==> src/rtl/noc_pkg.sv <==
// Shared NoC definitions: flit layout, ID widths and uplink FSM encodings.
package noc_pkg;

  localparam int FLIT_W      = 16;
  localparam int GRP_ID_W    = 4;
  localparam int LEAF_ID_W   = 2;
  localparam int DEST_NODE_W = 2;
  localparam int PAYLOAD_W   = 8;

  // Flit layout, MSB first: [15:12] dest group, [11:10] dest leaf,
  // [9:8] dest node, [7:0] payload.
  typedef struct packed {
    logic [GRP_ID_W-1:0]    dest_grp;
    logic [LEAF_ID_W-1:0]   dest_leaf;
    logic [DEST_NODE_W-1:0] dest_node;
    logic [PAYLOAD_W-1:0]   payload;
  } flit_t;

  localparam logic [1:0] ST_IDLE        = 2'd0;
  localparam logic [1:0] ST_SEND        = 2'd1;
  localparam logic [1:0] ST_WAIT_CREDIT = 2'd2;

endpackage

==> src/rtl/noc_sync_fifo.sv <==
// Synchronous FIFO with first-word-fall-through head. A push while full is
// dropped even if a pop happens in the same cycle.
module noc_sync_fifo #(
  parameter int DWIDTH = 16,
  parameter int DEPTH  = 8
) (
  input  logic              clk,
  input  logic              reset,
  input  logic              push,
  input  logic [DWIDTH-1:0] din,
  input  logic              pop,
  output logic              full,
  output logic              empty,
  output logic              one_left,
  output logic [DWIDTH-1:0] head
);
  localparam int AW   = (DEPTH > 1) ? $clog2(DEPTH) : 1;
  localparam int CNTW = AW + 1;

  logic [DEPTH-1:0][DWIDTH-1:0] mem;
  logic [AW-1:0]                wr_ptr, rd_ptr;
  logic [CNTW-1:0]              count;
  logic                         do_push, do_pop;

  assign full     = (count == CNTW'(DEPTH));
  assign empty    = (count == '0);
  assign one_left = (count == CNTW'(1));
  assign do_push  = push && !full;
  assign do_pop   = pop && !empty;
  assign head     = mem[rd_ptr];

  // Storage array; contents are don't-care until written.
  always_ff @(posedge clk) begin
    if (do_push) mem[wr_ptr] <= din;
  end

  // Pointer and occupancy tracking.
  always_ff @(posedge clk) begin
    if (reset) begin
      wr_ptr <= '0;
      rd_ptr <= '0;
      count  <= '0;
    end else begin
      if (do_push) wr_ptr <= (wr_ptr == AW'(DEPTH-1)) ? '0 : wr_ptr + 1'b1;
      if (do_pop)  rd_ptr <= (rd_ptr == AW'(DEPTH-1)) ? '0 : rd_ptr + 1'b1;
      case ({do_push, do_pop})
        2'b10:   count <= count + 1'b1;
        2'b01:   count <= count - 1'b1;
        default: count <= count;
      endcase
    end
  end

endmodule

==> src/rtl/leaf_spine_uplink.sv <==
// Leaf injection stage: buffers node flits, loops back same-leaf traffic and
// sprays the rest round-robin over credit-gated spine uplinks.
module leaf_spine_uplink
  import noc_pkg::*;
#(
  parameter logic [GRP_ID_W-1:0]  GROUP_ID   = 4'b1000,
  parameter logic [LEAF_ID_W-1:0] LEAF_ID    = 2'd0,
  parameter int                   DWIDTH     = 16,
  parameter int                   FIFO_DEPTH = 8,
  parameter int                   NUM_SPINES = 4
) (
  input  logic                           clk,
  input  logic                           reset,
  input  logic [DWIDTH-1:0]              node_in_data,
  input  logic                           node_in_valid,
  output logic                           node_in_ready,
  output logic [NUM_SPINES*DWIDTH-1:0]   spine_out_data,
  output logic [NUM_SPINES-1:0]          spine_out_valid,
  input  logic [NUM_SPINES-1:0]          spine_credit_return,
  output logic [DWIDTH-1:0]              local_out_data,
  output logic                           local_out_valid,
  output logic [15:0]                    stall_cnt,
  output logic                           credit_err
);
  localparam int             CW   = $clog2(FIFO_DEPTH + 1);
  localparam int             SW   = (NUM_SPINES > 1) ? $clog2(NUM_SPINES) : 1;
  localparam logic [CW-1:0]  CMAX = CW'(FIFO_DEPTH);

  logic                          fifo_full, fifo_empty, fifo_one, fifo_pop;
  logic [DWIDTH-1:0]             head;
  flit_t                         head_f;
  logic [NUM_SPINES-1:0][CW-1:0] credit;
  logic [SW-1:0]                 rr_ptr, sel, idx;
  logic                          sel_ok;
  logic                          head_local, disp_local, disp_spine, blocked, push_acc;
  logic [NUM_SPINES-1:0]         disp_vec;
  logic [1:0]                    state, state_nxt;

  noc_sync_fifo #(.DWIDTH(DWIDTH), .DEPTH(FIFO_DEPTH)) u_fifo (
    .clk      (clk),
    .reset    (reset),
    .push     (node_in_valid),
    .din      (node_in_data),
    .pop      (fifo_pop),
    .full     (fifo_full),
    .empty    (fifo_empty),
    .one_left (fifo_one),
    .head     (head)
  );

  assign node_in_ready = !fifo_full;
  assign push_acc      = node_in_valid && !fifo_full;
  assign head_f        = head;
  assign head_local    = !fifo_empty && (head_f.dest_grp == GROUP_ID) &&
                         (head_f.dest_leaf == LEAF_ID);

  // Round-robin pick: first spine with credit, scanning from rr_ptr.
  always_comb begin
    sel    = '0;
    sel_ok = 1'b0;
    idx    = '0;
    for (int k = 0; k < NUM_SPINES; k++) begin
      idx = SW'((int'(rr_ptr) + k) % NUM_SPINES);
      if (!sel_ok && credit[idx] != '0) begin
        sel_ok = 1'b1;
        sel    = idx;
      end
    end
  end

  assign disp_local = head_local;
  assign disp_spine = !fifo_empty && !head_local && sel_ok;
  assign blocked    = !fifo_empty && !head_local && !sel_ok;
  assign fifo_pop   = disp_local || disp_spine;
  assign disp_vec   = disp_spine ? (NUM_SPINES'(1) << sel) : '0;

  // Per-spine credit counters; a return and a dispatch together cancel.
  always_ff @(posedge clk) begin
    if (reset) begin
      for (int i = 0; i < NUM_SPINES; i++) credit[i] <= CMAX;
      credit_err <= 1'b0;
    end else begin
      for (int i = 0; i < NUM_SPINES; i++) begin
        case ({spine_credit_return[i], disp_vec[i]})
          2'b01: credit[i] <= credit[i] - 1'b1;
          2'b10: begin
            if (credit[i] == CMAX) credit_err <= 1'b1;
            else                   credit[i]  <= credit[i] + 1'b1;
          end
          default: credit[i] <= credit[i];
        endcase
      end
    end
  end

  // Round-robin pointer advances past the spine just used.
  always_ff @(posedge clk) begin
    if (reset)           rr_ptr <= '0;
    else if (disp_spine) rr_ptr <= SW'((int'(sel) + 1) % NUM_SPINES);
  end

  // Registered output pulses; data slices hold between flits.
  always_ff @(posedge clk) begin
    if (reset) begin
      spine_out_valid <= '0;
      spine_out_data  <= '0;
      local_out_valid <= 1'b0;
      local_out_data  <= '0;
    end else begin
      spine_out_valid <= disp_vec;
      local_out_valid <= disp_local;
      if (disp_local) local_out_data <= head_f;
      for (int i = 0; i < NUM_SPINES; i++)
        if (disp_vec[i]) spine_out_data[i*DWIDTH +: DWIDTH] <= head_f;
    end
  end

  // Next-state logic for the dispatch FSM.
  always_comb begin
    state_nxt = state;
    case (state)
      ST_IDLE: if (!fifo_empty) state_nxt = ST_SEND;
      ST_SEND: begin
        if (blocked && !(|spine_credit_return))                 state_nxt = ST_WAIT_CREDIT;
        else if (fifo_empty || (fifo_pop && fifo_one && !push_acc)) state_nxt = ST_IDLE;
      end
      ST_WAIT_CREDIT: if ((|spine_credit_return) || !blocked) state_nxt = ST_SEND;
      default: state_nxt = ST_IDLE;
    endcase
  end

  // FSM state and saturating stall counter.
  always_ff @(posedge clk) begin
    if (reset) begin
      state     <= ST_IDLE;
      stall_cnt <= '0;
    end else begin
      state <= state_nxt;
      if (state == ST_WAIT_CREDIT && stall_cnt != 16'hFFFF) stall_cnt <= stall_cnt + 1'b1;
    end
  end

endmodule

==> config.mk <==
export PLATFORM = sky130hd
export DESIGN_NAME = leaf_spine_uplink
export DESIGN_NICKNAME = d
export VERILOG_FILES = /design/src/rtl/noc_pkg.sv /design/src/rtl/noc_sync_fifo.sv /design/src/rtl/leaf_spine_uplink.sv
export SDC_FILE = /design/constraint.sdc
export NUM_CORES = 1
export LEC_CHECK = 0
export ABC_AREA = 1
export BUFFER_PORTS_ARGS = -buffer_cell sky130_fd_sc_hd__buf_2
export CAP_MARGIN = 15
export CORE_MARGIN = 2
export CORE_UTILIZATION = 35
export DETAILED_ROUTE_END_ITERATION = 10
export GPL_TIMING_DRIVEN = 0
export PLACE_DENSITY_LB_ADDON = 0.25
export SYNTH_ARGS = -nofsm -noshare
export SYNTH_HDL_FRONTEND = slang
export SYNTH_SLANG_ARGS = --single-unit
==> constraint.sdc <==
create_clock -name clk -period 5.3 [get_ports clk]
set_clock_uncertainty 0.05 [all_clocks]
set_input_delay 0.265 -clock clk [delete_from_list [all_inputs] [get_ports clk]]
set_output_delay 0.265 -clock clk [all_outputs]
set_load 0.03 [all_outputs]
### Word level (Yosys, flattened, before mapping)

Cells that the tools add are included.

* shifts and indexed selects: 1
* eq/ne operators: 29
* multiplexer cells: 46
* reduce and logical (&&, ||, !) cells: 46
* magnitude comparators: 7
* $add $sub $neg: 17

Operators by type and width (count)
* $bwmux 128: 1
* $bmux 16 s3: 1
* $demux 16 s3: 1
* $pmux 4 s2: 5
* $mux 4: 9
* $bmux 4 s2: 4
* $mux 16: 2
* $eq 4x4->1 const B: 6
* $add 4x1->4 const B: 5
* $sub 4x1->4 const B: 5
* $add 16x1->16 const B: 1
* $mux 2: 8
* $ne 16x16->1 const B: 1
* $reduce_bool 4->1: 4
* $logic_and 1x1->1: 15
* $eq 2x1->1 const B: 6
* $eq 2x2->1 const B: 6
* $lt 2x3->1 const B: 4
* $mux 1: 12
* $ne 2x2->1 const B: 6
* $logic_not 1->1: 10
* $reduce_bool 2->1: 5
* $lt 3x4->1 const B: 2
* $reduce_and 2->1: 4
* 15 further kinds: 23

* bits of input ports: 23
* bits in registers: 260
* output and inout port bits: 103

### Depth between registers and ports, before layout

Gate-level depths: netlist of the first run.

* word-level depth: 23
* depth in mapped cells: 27
* gate-level depth less buffers: 27

### Cells and area by module

A second synthesis of the first run with hierarchy kept.

* cell total of the unflattened synthesis: 1263
* area total of the unflattened synthesis: 11125.7 µm²

By module, submodules not included
* noc_sync_fifo: instances 1, cells each 524, area each 5719.2 µm²
* leaf_spine_uplink: instances 1, cells each 739, area each 5406.4 µm²

### Worst setup path before layout of the first run

Ideal clock, no wire load.

* path type: reg-to-reg
* from: register rr_ptr[0]
* to: register credit[3] (netlist name)
* buffers on the path: 1
* setup slack: 2213 ps
* arrival time: 2904 ps
* cell stages (with the launch flop): 21
* clock period less this slack: 3087 ps
* required time: 5117 ps
* cells stage by stage: dfxtp_1 buf_2 o21ai_0 nand3_1 nand2_1 nand3_1 nor2_1 nor2_1 o21bai_1 inv_1 ha_1 nand4_4 nand2_1 ha_1 nand2_1 nor2_1 a211oi_1 nand3b_1 nand2_1 nand3_1 nand3_1

* cells in the longest elaborated chain, start to end: 18
* elaborated cells on any way between the ends: 38
* classes of those cells: add/sub (3); eq/ne (3); shift (1); mux (18); reduce/logical (13)

Ends and longest elaborated chain
* start, declared: line leaf_spine_uplink.sv:33 `logic [SW-1:0] rr_ptr, sel, idx;`
* start signal, assigned: line leaf_spine_uplink.sv:99 `else if (disp_spine) rr_ptr <= SW'((int'(sel) + 1) % NUM_SPINES);`
* parallel branches: the longest is 14 deep, another holds $add 2x1->2
* $mux 4 (*): line leaf_spine_uplink.sv:75 `assign disp_vec = disp_spine ? (NUM_SPINES'(1) << sel) : '0;`
* $eq 2x2->1 or $eq 2x1->1 (tied branches): line leaf_spine_uplink.sv:84 `case ({spine_credit_return[i], disp_vec[i]})`
* $ne 2x2->1 (no line) or $reduce_bool 2->1 (tied branches)
* $reduce_and 2->1 (no line)
* end signal, assigned by index: line leaf_spine_uplink.sv:85 `2'b01: credit[i] <= credit[i] - 1'b1;`
* end signal, assigned by index: line leaf_spine_uplink.sv:88 `else credit[i] <= credit[i] + 1'b1;`
* end signal, assigned by index: line leaf_spine_uplink.sv:90 `default: credit[i] <= credit[i];`
* end, declared: line leaf_spine_uplink.sv:32 `logic [NUM_SPINES-1:0][CW-1:0] credit;`

Mark *: on every way between the ends. The select of a mux whose other input is x is not followed.
A chain may end at the register's enable or synchronous reset.

### Worst setup path after layout of the first run

* from: register u_fifo.rd_ptr[2]
* to: register credit[11] (netlist name)

* cells in the longest elaborated chain, start to end: 12
* elaborated cells on any way between the ends: 16
* classes of those cells: eq/ne (4); mux (4); reduce/logical (8)

Ends and longest elaborated chain
* start, declared: line noc_sync_fifo.sv:21 `logic [AW-1:0] wr_ptr, rd_ptr;`
* start signal, assigned: line noc_sync_fifo.sv:45 `if (do_pop) rd_ptr <= (rd_ptr == AW'(DEPTH-1)) ? '0 : rd_ptr + 1'b1;`
* $bmux 16 s3 (*): line noc_sync_fifo.sv:30 `assign head = mem[rd_ptr];`
* $mux 16 (implied by the code) (*): line noc_sync_fifo.sv:30
* $eq 4x4->1: line leaf_spine_uplink.sv:54 `assign head_local = !fifo_empty && (head_f.dest_grp == GROUP_ID) &&`
* $logic_and 1x1->1: line leaf_spine_uplink.sv:54
* $logic_and 1x1->1 (*): line leaf_spine_uplink.sv:54
* $logic_not 1->1 (*): line leaf_spine_uplink.sv:72 `assign disp_spine = !fifo_empty && !head_local && sel_ok;`
* $logic_and 1x1->1 (*) (2 in series): line leaf_spine_uplink.sv:72
* $mux 4 (*): line leaf_spine_uplink.sv:75
* $eq 2x2->1 or $eq 2x1->1 (tied branches): line leaf_spine_uplink.sv:84
* $ne 2x2->1 (no line) or $reduce_bool 2->1 (tied branches)
* $reduce_and 2->1 (no line)

Every way passes the cells marked *; elsewhere a longest branch is shown, timed or not. The select of a mux whose other input is x is not followed.

==> qor.yml, run 1 <==
route:
  routed_wl_mm: 31.13
  drtIter0Drc: 696
  ant_nets: 0
  via_per_inst: 4.998
  drc: 0
  wl_per_cell_um: 17.50
  drt-pass1-iter-count: 5
  num_vias: 8892
floorplanning:
  core-area_um2: 30670
  die_w_um: 180.9
  fp.dieH_um: 180.9
  core.rowCount: 64
  start_util_pct: 35.72
  die-area_um2: 32730
  io_pins: 126
grt:
  grt_pass1_wl_mm: 48.04
  gr-total-overflow: 0
  grt_max_degree: 15
  first_global_vias: 8351
  antenna_found_initial: 1
  grt_use_total_pct: 18.69
timing:
  layout_min_cycle_time_ps: 3681
  drv_slew: 0
  worst_pin_slew_ps: 905.5
  hold_viol: 0
  period_share_pct: 69.46
  rsz0062_at_grt: "false"
  setup_violations: 0
  tns_ps: 0
  max_freq_mhz: 271.6
  slew_headroom_pct: 39.35
  whs_ps: 94.83
layout:
  syn2layout_area_growth_pct: 21.89
  drive_gt1_share_pct: 16.93
  fillers: 3043
  fin_nets: 1408
  final_util_pct: 43.54
  fin_area_um2: 13350
  stdcell_count: 1779
critical_path:
  worst_setup_path_start_kind: "register"
  r2r_slack_ps: 1620
  path_cells: "clkbuf_1, nand3_1, nand2_1, nand2_1, nor2_2, nand2_4, nand3_2, nor2_2, nor2_1, inv_1, ha_1, nand2_1, nand2_1, a31oi_1, inv_1, nand4_1, nand2_1, nand2_1, nand3_1"
  cpMostUsedCell: "nand2_1"
  cp_num_buf_inv: 3
  cp_slowest_cell: "clkbuf_1"
  worst_ep_arrival_time_ps: 4040
  crit_path_max_incr_delay_ps: 590
  path_max_fanout: 10
  worstPathRequired_ps: 5660
  path_class: "register to register"
  cp_top_family: "simple AND/OR/NAND/NOR gates"
  reg2reg_to: "credit[11]"
  reg2reg_depth: 19
  end_kind: "register"
  r2r_start: "u_fifo.rd_ptr[2]"
clocking:
  ctsResizeCount: 0
  htree_levels: 1
  max-clock-path-buffers: 3
  cts_tree: "done"
  insertion_delay_ps: 550
  cts_buffers: 28
  clock-sinks: 260
  cts-root-buf: "clkbuf_16"
  path_clk_slew_ps: 60
synth:
  synth_area_leader_cell: "edfxtp_1"
  synth_top_area_share_pct: 35.08
  async_flop_share_pct: 0
  synth_compound_gate_area_share_pct: 12.92
  synth.yosys.seq_area_share_pct: 59.21
  syn_area_um2: 10960
  syn_area_per_cell_um2: 9.276
  synthMuxAreaShare_pct: 0
  syn_nets: 1229
  ys.flop_type: "dfxtp_1"
  synthCells: 1181
  ys_ff_latch: 260
  synth_edf_count: 128
  yosys.area_share.simple_pct: 17.85
  synthAdderAreaFrac_pct: 3.129
  yosys_warnings: 0
  synth_top_family_by_area: "simple AND/OR/NAND/NOR gates"
  yosys.area_share.xor_xnor_pct: 0.3997
  ys_types: 40
  synth_area_leaders: "edfxtp_1, dfxtp_1, nand2_1"
placed_design:
  dp.cells: 1710
  dp_hpwl_mm: 22.09
  routabilityCongestion: 0.8684
  place_area_um2: 12230
  io_buffers: 125
worst_hold_path:
  hp-start: "spine_credit_return[2]"
  min_to: "credit[11]"
  hold_path_depth: 4
  hp-class: "input pin to register"
power:
  p_leak_nw: 5.675
  irDropWorstVdd_mv: 0.2587
  p_per_area_nw_per_um2: 598.9
flow_run:
  drv_cap: 0
status:
  status: "completed"
-- registers in the layout, indices dropped and copies added (netlist names), 2 cells and up --
register	flops
u_fifo.mem	128
spine_out_data	64
rr_ptr	2
spine_out_valid	4
credit	16
local_out_data	16
u_fifo.count	4
u_fifo.rd_ptr	3
u_fifo.wr_ptr	3
state	2
stall_cnt	16
-- cells in the final DEF (no fill, tap or decap), drive strengths merged, types with 16 or more instances in the layout --
| cell | n |
|---|---|
| buf | 157 |
| nand2 | 189 |
| clkbuf | 67 |
| ha | 21 |
| nand3 | 70 |
| inv | 118 |
| nor2 | 173 |
| a21oi | 74 |
| o22ai | 18 |
| dfxtp | 132 |
| edfxtp | 128 |
| a211oi | 16 |
| o21ai | 141 |
| dlygate4sd3 | 16 |
-- worst max-delay path by stage --
stage                           startpoint          to  slack (ps)  cells after the start
after floorplan                  rr_ptr[0]   credit[3]        2210                     20
after global placement    u_fifo.rd_ptr[2]  credit[15]        1640                     16
after detailed placement  u_fifo.rd_ptr[2]  credit[15]        1640                     16
after CTS                 u_fifo.rd_ptr[2]  credit[15]        1610                     16
after global routing             rr_ptr[0]  credit[15]        1160                     20
final                     u_fifo.rd_ptr[2]  credit[11]        1620                     19
-- metal layers --
metal	vias up	part of all wire [%]	wire length [µm]	track usage [%]
met5	-	0	0	0
met4	0	2.8	862	5.968
met3	46	5.8	1807	2.782
met2	258	46	14470	30.57
met1	4228	45	13990	25.51
li1	4360	-	-	-
-- power breakdown --
group	switching, mW	internal [mW]
combinational	2.29	0.945
sequential	0.257	2.47
clock	0.824	1.21
total	3.37	4.63
-- cells by family after synthesis --
kind of cell | after synthesis
xor gates and xnor gates | 5
and+or+nand+nor | 459
adders and majority gates | 25
DFF | 260
AOI/OAI and AO/OA | 263
buffers and inverters | 169
-- layout make-up --
cell class                 count  area, µm²  area share, %
multi-input combinational    752       3777          28.29
clock inverter                13      161.4          1.209
antenna                        1      2.502        0.01874
sequential                   260       6486          48.57
inverter                     117      439.2          3.289
tap                          396      495.5          3.710
buffer                        52      272.8          2.043
clock buffer                  39      804.5          6.025
timing repair buffer         149      914.6          6.849
-- Yosys cell counts (2+ instances only) --
cell / instances
a211oi_1: 15
a21oi_1: 73
a31oi_1: 9
buf_1: 2
buf_2: 11
buf_4: 5
buf_6: 6
clkbuf_1: 28
dfxtp_1: 132
edfxtp_1: 128
fa_1: 4
ha_1: 21
inv_1: 110
inv_2: 6
nand2_1: 185
nand2_2: 3
nand3_1: 68
nand3_2: 2
nand3b_1: 5
nand4_1: 6
nand4_4: 3
nor2_1: 169
nor2_2: 4
nor3_1: 7
nor4_1: 4
o21ai_0: 129
o21ai_1: 12
o22ai_1: 18
xor2_1: 5
-- per-stage QoR --
step	power, mW	setup slack [ps]
4_1_cts	8.044	1612
3_3_place_gp	5.918	1638
5_1_grt	8.509	1164
3_5_place_dp	5.989	1637
6_report	7.998	1619
2_1_floorplan	4.920	2213
-- timing repair --
| action | in CTS | in global routing |
|---|---|---|
| endpoints found under the hold margin | 128 | 0 |
| hold buffers | 16 | 0 |
| setup buffers | 0 | 0 |
-- worst reg2reg max path, cell delays in order, from the launching register on --
cell	delay, ps
dfxtp_1	530
clkbuf_1	590
nand3_1	160
nand2_1	360
nand2_1	120
nor2_2	140
nand2_4	150
nand3_2	140
nor2_2	70
nor2_1	140
inv_1	110
ha_1	330
nand2_1	70
nand2_1	40
a31oi_1	200
inv_1	60
nand4_1	110
nand2_1	60
nand2_1	50
nand3_1	60
(Power assumes the default switching activity.)
==> run 2, diff against run 1 <==
==> constraint.sdc (replaced) <==
create_clock -name clk -period 3.3 [get_ports clk]
set_clock_uncertainty 0.05 [all_clocks]
set_input_delay 0.165 -clock clk [delete_from_list [all_inputs] [get_ports clk]]
set_output_delay 0.165 -clock clk [all_outputs]
set_load 0.03 [all_outputs]
==> qor.yml, run 2 (synthesis gave the netlist of run 1 again) <==
layout:
  largest_registers: "u_fifo.mem: 128 flops, spine_out_data: 64 flops"
  syn2layout_area_growth_pct: 27.93
  fillers: 2951  # -3.0%
  fin_nets: 1433  # +1.8%
  largest_register_ffs: 128  # unchanged
  multi_input_area_um2: 4195  # +11%
  layout_commonest_cell: "nand2_1"
  layout_common_cells: "nand2_1, nor2_1, buf_2"
  stdcell_count: 1804  # +1.4%
  drive_gt1_share_pct: 23.67  # +6.7 points
  regMostFlops: "u_fifo.mem"
  register_area_um2: 6499  # +0.19%
clocking:
  cts_buffers: 28  # unchanged
  cts_tree: "done"
  max-clock-path-buffers: 3  # unchanged
  clock-sinks: 260  # unchanged
  path_clk_slew_ps: 60  # about the same
  insertion_delay_ps: 550  # about the same
  cts-root-buf: "clkbuf_16"
  htree_levels: 1  # unchanged
worst_hold_path:
  min_to: "u_fifo.wr_ptr[2]"
  hold_path_depth: 3  # -1
  hp-start: "node_in_valid"
  hp-class: "input pin to register"
grt:
  gr-total-overflow: 0  # unchanged
  grt_max_degree: 15  # unchanged
  grt_use_total_pct: 18.82  # +0.13 points
  met3_usage_pct: 2.782  # unchanged
  grt_use_met2_pct: 30.74  # +0.17 points
  met1_usage_pct: 25.74  # +0.23 points
  antenna_found_initial: 1  # unchanged
  first_global_vias: 8399  # +0.57%
  busiest_layer: "met2"
  grt_pass1_wl_mm: 48.38  # +0.70%
power:
  irDropWorstVdd_mv: 0.4396  # +70%
  p_per_area_nw_per_um2: 980.5  # +64%
  total_power_mw: 13.74  # +72%
  p_leak_nw: 5.860  # +3.3%
timing:
  setup_violations: 0  # unchanged
  max_freq_mhz: 311.2  # +15%
  layout_min_cycle_time_ps: 3214  # -467.7 ps
  slew_headroom_pct: 42.04  # +2.7 points
  rsz0062_at_grt: "true"
  period_share_pct: 97.38  # +28 points
  hold_viol: 0  # unchanged
  tns_ps: 0  # unchanged
  worst_pin_slew_ps: 865.3  # -40.14 ps
  drv_slew: 0  # unchanged
floorplanning:
  start_util_pct: 35.72  # unchanged
  fp.dieH_um: 180.9  # unchanged
  core-area_um2: 30670  # unchanged
  die-area_um2: 32730  # unchanged
  io_pins: 126  # unchanged
  core.rowCount: 64  # unchanged
  die_w_um: 180.9  # unchanged
critical_path:
  worst_ep_arrival_time_ps: 3570  # -470 ps
  path_class: "register to register"
  r2r_start: "rr_ptr[0]"
  end_kind: "register"
  reg2reg_depth: 23  # +4
  worstPathRequired_ps: 3650  # -2010 ps
  worst_setup_path_start_kind: "register"
  path_max_fanout: 5  # -5
  reg2reg_to: "credit[7]"
  r2r_slack_ps: 90  # -1530 ps
route:
  drtIter0Drc: 717  # +3.0%
  routed_wl_mm: 32.36  # +4.0%
  num_vias: 9107  # +2.4%
  drc: 0  # unchanged
  drt-pass1-iter-count: 5  # unchanged
  ant_nets: 0  # unchanged
  via_per_inst: 5.048  # +1.0%
  wl_per_cell_um: 17.94  # +2.5%
placed_design:
  routabilityCongestion: 0.8684  # unchanged
  dp.cells: 1710  # unchanged
  io_buffers: 125  # unchanged
  dp_hpwl_mm: 22.09  # unchanged
status:
  status: "completed"
flow_run:
  drv_cap: 0  # unchanged
[run 2: changes by cell type in the layout (fill, tap and decap cells not counted), sizes merged]
cell         change
buf             +23
dlygate4sd3      +1
clkbuf           +1
[run 2: through the flow]
stage	setup WS [ps]	area, µm²	hold WS [ps]	utilization, %
6_report	86.41	14020	46.79	45.70
5_1_grt	-120.7	14020	73.90	45.70
4_1_cts	-24.80	13440	20.21	43.83
3_5_place_dp	-362.7	12230	384.0	39.86
3_3_place_gp	-361.7	12080	381.5	39.38
2_1_floorplan	212.7	10960	213.9	-
[run 2: per-layer routing]
metal | part of all wire (%) | vias to the layer above
met3 | 5.9 | 57
met1 | 44 | 4354
li1 | - | 4414
met5 | 0 | -
met2 | 47 | 282
met4 | 3.0 | 0
[run 2: worst max-delay path by stage]
stage | cells after the start | to | from | slack (ps)
5_1_grt | 24 | credit[7] | rr_ptr[0] | -120
2_1_floorplan | 20 | credit[3] | rr_ptr[0] | 210
6_report | 23 | credit[7] | rr_ptr[0] | 90
4_1_cts | 21 | credit[7] | rr_ptr[0] | -20
3_3_place_gp | 16 | credit[15] | u_fifo.rd_ptr[2] | -360
3_5_place_dp | 16 | credit[15] | u_fifo.rd_ptr[2] | -360
[run 2: critical path: stages, from the launching register on]
cell and delay (ps):
dfxtp_4 380, inv_4 50, buf_8 130, nand2_2 60, nand2_2 80, nor2_4 120, nand3_4 120, nand2_4 130
nand3_4 100, nand2_4 90, nand2_1 50, nor2_1 120, o21bai_4 180, ha_4 180, nand4_4 180, nand2_4 160
ha_1 230, nand2_1 70, nor2_2 40, a211oi_2 200, nand3b_1 150, nand2_2 60, nand3_1 70, nand3_1 80
[run 2: power breakdown]
part | internal [mW] | leakage (nW) | switching, mW
Sequential | 3.98 | 2.24 | 0.438
Combinational | 1.96 | 3.13 | 4.09
Clock | 1.94 | 0.486 | 1.32
[run 2: timing repair]
action,CTS,global route
hold buffers,17,0
hold endpoints to repair,129,0
cloned,0,1
setup buffers,2,21
setup endpoints to repair,9,12
pin swaps,1,33
gates resized for setup,22,94
[run 2: area by class of cell]
type | count | share of cell area, %
Sequential cell | 260 | 46.37
Multi-Input combinational cell | 752 | 29.93
Timing Repair Buffer | 174 | 8.034
Clock buffer | 39 | 5.740
Tap cell | 396 | 3.535
Inverter | 117 | 3.178
Buffer | 52 | 2.044
Clock inverter | 13 | 1.152
Antenna cell | 1 | 0.01785
==> run 3, diff against run 2 <==
--- a/config.mk
+++ b/config.mk
@@ -12,7 +12,7 @@
 export CORE_UTILIZATION = 35
 export DETAILED_ROUTE_END_ITERATION = 10
 export GPL_TIMING_DRIVEN = 0
-export PLACE_DENSITY_LB_ADDON = 0.25
+export PLACE_DENSITY = 0.54
 export SYNTH_ARGS = -nofsm -noshare
 export SYNTH_HDL_FRONTEND = slang
 export SYNTH_SLANG_ARGS = --single-unit
==> qor.yml, run 3 (synthesis gave the netlist of run 1 again) <==
timing:
  final.setup.worst_slack_ps: 150.0  # +63.55 ps
  tns_ps: 0  # unchanged
  setup_violations: 0  # unchanged
  rsz0062_at_grt: "true"
  worst_pin_slew_ps: 937.1  # +71.79 ps
  hold_viol: 0  # unchanged
  slew_headroom_pct: 37.23  # -4.8 points
  period_share_pct: 95.46  # -1.9 points
  layout_min_cycle_time_ps: 3150  # -63.55 ps
  max_freq_mhz: 317.5  # +2.0%
  drv_slew: 0  # unchanged
  whs_ps: 48.40  # +1.605 ps
clocking:
  cts_tree: "done"
  clock-sinks: 260  # unchanged
  htree_levels: 1  # unchanged
  cts-root-buf: "clkbuf_16"
  max-clock-path-buffers: 3  # unchanged
  path_clk_slew_ps: 60  # about the same
  cts_buffers: 30  # +7.1%
  insertion_delay_ps: 570  # +20 ps
layout:
  fin_area_um2: 13770  # -1.8%
  layout_common_cells: "nand2_1, nor2_1, buf_2"
  stdcell_count: 1798  # -0.33%
  syn2layout_area_growth_pct: 25.65
  multi_input_area_um2: 4024  # -4.1%
  drive_gt1_share_pct: 21.40  # -2.3 points
  largest_registers: "u_fifo.mem: 128 flops, spine_out_data: 64 flops"
  antennaDiodeCount: 0  # -1
  largest_register_ffs: 128  # unchanged
  final_util_pct: 44.88  # -0.82 points
  register_area_um2: 6496  # about the same
  fin_nets: 1427  # -0.42%
  regMostFlops: "u_fifo.mem"
  fillers: 3019  # +2.3%
  layout_commonest_cell: "nand2_1"
power:
  total_power_mw: 13.32  # -3.1%
  irDropWorstVdd_mv: 0.4925  # +12%
  p_leak_nw: 5.774  # -1.5%
  p_per_area_nw_per_um2: 967.8  # -1.3%
grt:
  gr-total-overflow: 0  # unchanged
  busiest_layer: "met2"
  antenna_found_initial: 0  # -1
  grt_use_met2_pct: 31.00  # +0.26 points
  met1_usage_pct: 24.63  # -1.1 points
  grt_pass1_wl_mm: 48.18  # -0.40%
  grt_max_degree: 17  # +2
  grt_use_total_pct: 18.80  # -0.021 points
  met3_usage_pct: 3.165  # +0.38 points
  first_global_vias: 8483  # +1.0%
route:
  num_vias: 8923  # -2.0%
  drt-pass1-iter-count: 5  # unchanged
  ant_nets: 0  # unchanged
  drtIter0Drc: 571  # -20%
  drc: 0  # unchanged
  routed_wl_mm: 31.68  # -2.1%
  wl_per_cell_um: 17.62  # -1.8%
  via_per_inst: 4.963  # -1.7%
critical_path:
  worst_ep_arrival_time_ps: 3510  # -60 ps
  path_class: "register to register"
  path_max_fanout: 9  # +4
  worst_setup_path_start_kind: "register"
  worstPathRequired_ps: 3660  # about the same
  end_kind: "register"
placed_design:
  dp.cells: 1710  # unchanged
  io_buffers: 125  # unchanged
  dp_hpwl_mm: 22.08  # about the same
  dp_slack_ps: -388.0  # -25.32 ps
  place_area_um2: 12230  # about the same
  routabilityCongestion: 0.8175  # -5.9%
flow_run:
  drv_cap: 0  # unchanged
worst_hold_path:
  hp-class: "input pin to register"
floorplanning:
  core.rowCount: 64  # unchanged
  die_w_um: 180.9  # unchanged
  core-area_um2: 30670  # unchanged
  io_pins: 126  # unchanged
  start_util_pct: 35.72  # unchanged
  die-area_um2: 32730  # unchanged
  fp.dieH_um: 180.9  # unchanged
status:
  status: "completed"
## run 3: cell types whose count changed in the layout (fill, tap and decap cells not counted), sizes merged
cell	previous run	this run
bufinv	3	2
inv	118	116
clkbuf	68	70
diode	1	0
buf	180	170
clkinv	9	15
## run 3: cell type report
class	instances	area share, %
Buffer	52	2.136
Clock buffer	39	5.917
Clock inverter	16	1.073
Inverter	117	3.236
Multi-Input combinational cell	752	29.23
Sequential cell	260	47.19
Tap cell	396	3.599
Timing Repair Buffer	166	7.617
## run 3: critical path, cell delays in order, from the launching register on
cell       delay [ps]
dfxtp_4           380
inv_4              40
buf_8             130
nand2_2            50
nand2_1            40
nor2_1            140
nand3_2           140
nand2_2           130
nand2_2            70
a2bb2oi_2         130
o311ai_1           70
o21ai_1           190
inv_1             130
ha_2              210
nand4_4           150
nand2_4           140
ha_1              230
nand2_1            70
nor2_2             40
a211oi_2          160
nand3b_1          130
nand2_1            70
nand3_1            60
nand3_1            70
## run 3: worst paths after layout
kind	from	to	slack (ps)	depth (start not counted)
max reg2reg	rr_ptr[0]	credit[15]	150	23
min	node_in_valid	u_fifo.wr_ptr[2]	50	3
min reg2reg	local_out_data[13]	local_out_data[13]	390	2
max	rr_ptr[0]	credit[15]	150	23
## run 3: report_power, final
part / switching [mW] / internal, mW
clock network: 1.33 / 1.89
registers: 0.453 / 3.98
logic: 3.87 / 1.80
total: 5.65 / 7.67
## run 3: layer usage
| layer | part of all wire, % | up-vias |
|---|---|---|
| met2 | 46 | 229 |
| li1 | - | 4397 |
| met1 | 45 | 4229 |
| met5 | 0 | - |
| met3 | 4.5 | 68 |
| met4 | 3.9 | 0 |
## run 3: timing repair
action | 4_1_cts | 5_1_grt
buffers inserted | 6 | 10
gates resized for setup | 25 | 54
hold buffers | 17 | 0
setup endpoints to repair | 6 | 22
pin swaps | 2 | 18
endpoints found under the hold margin | 129 | 0
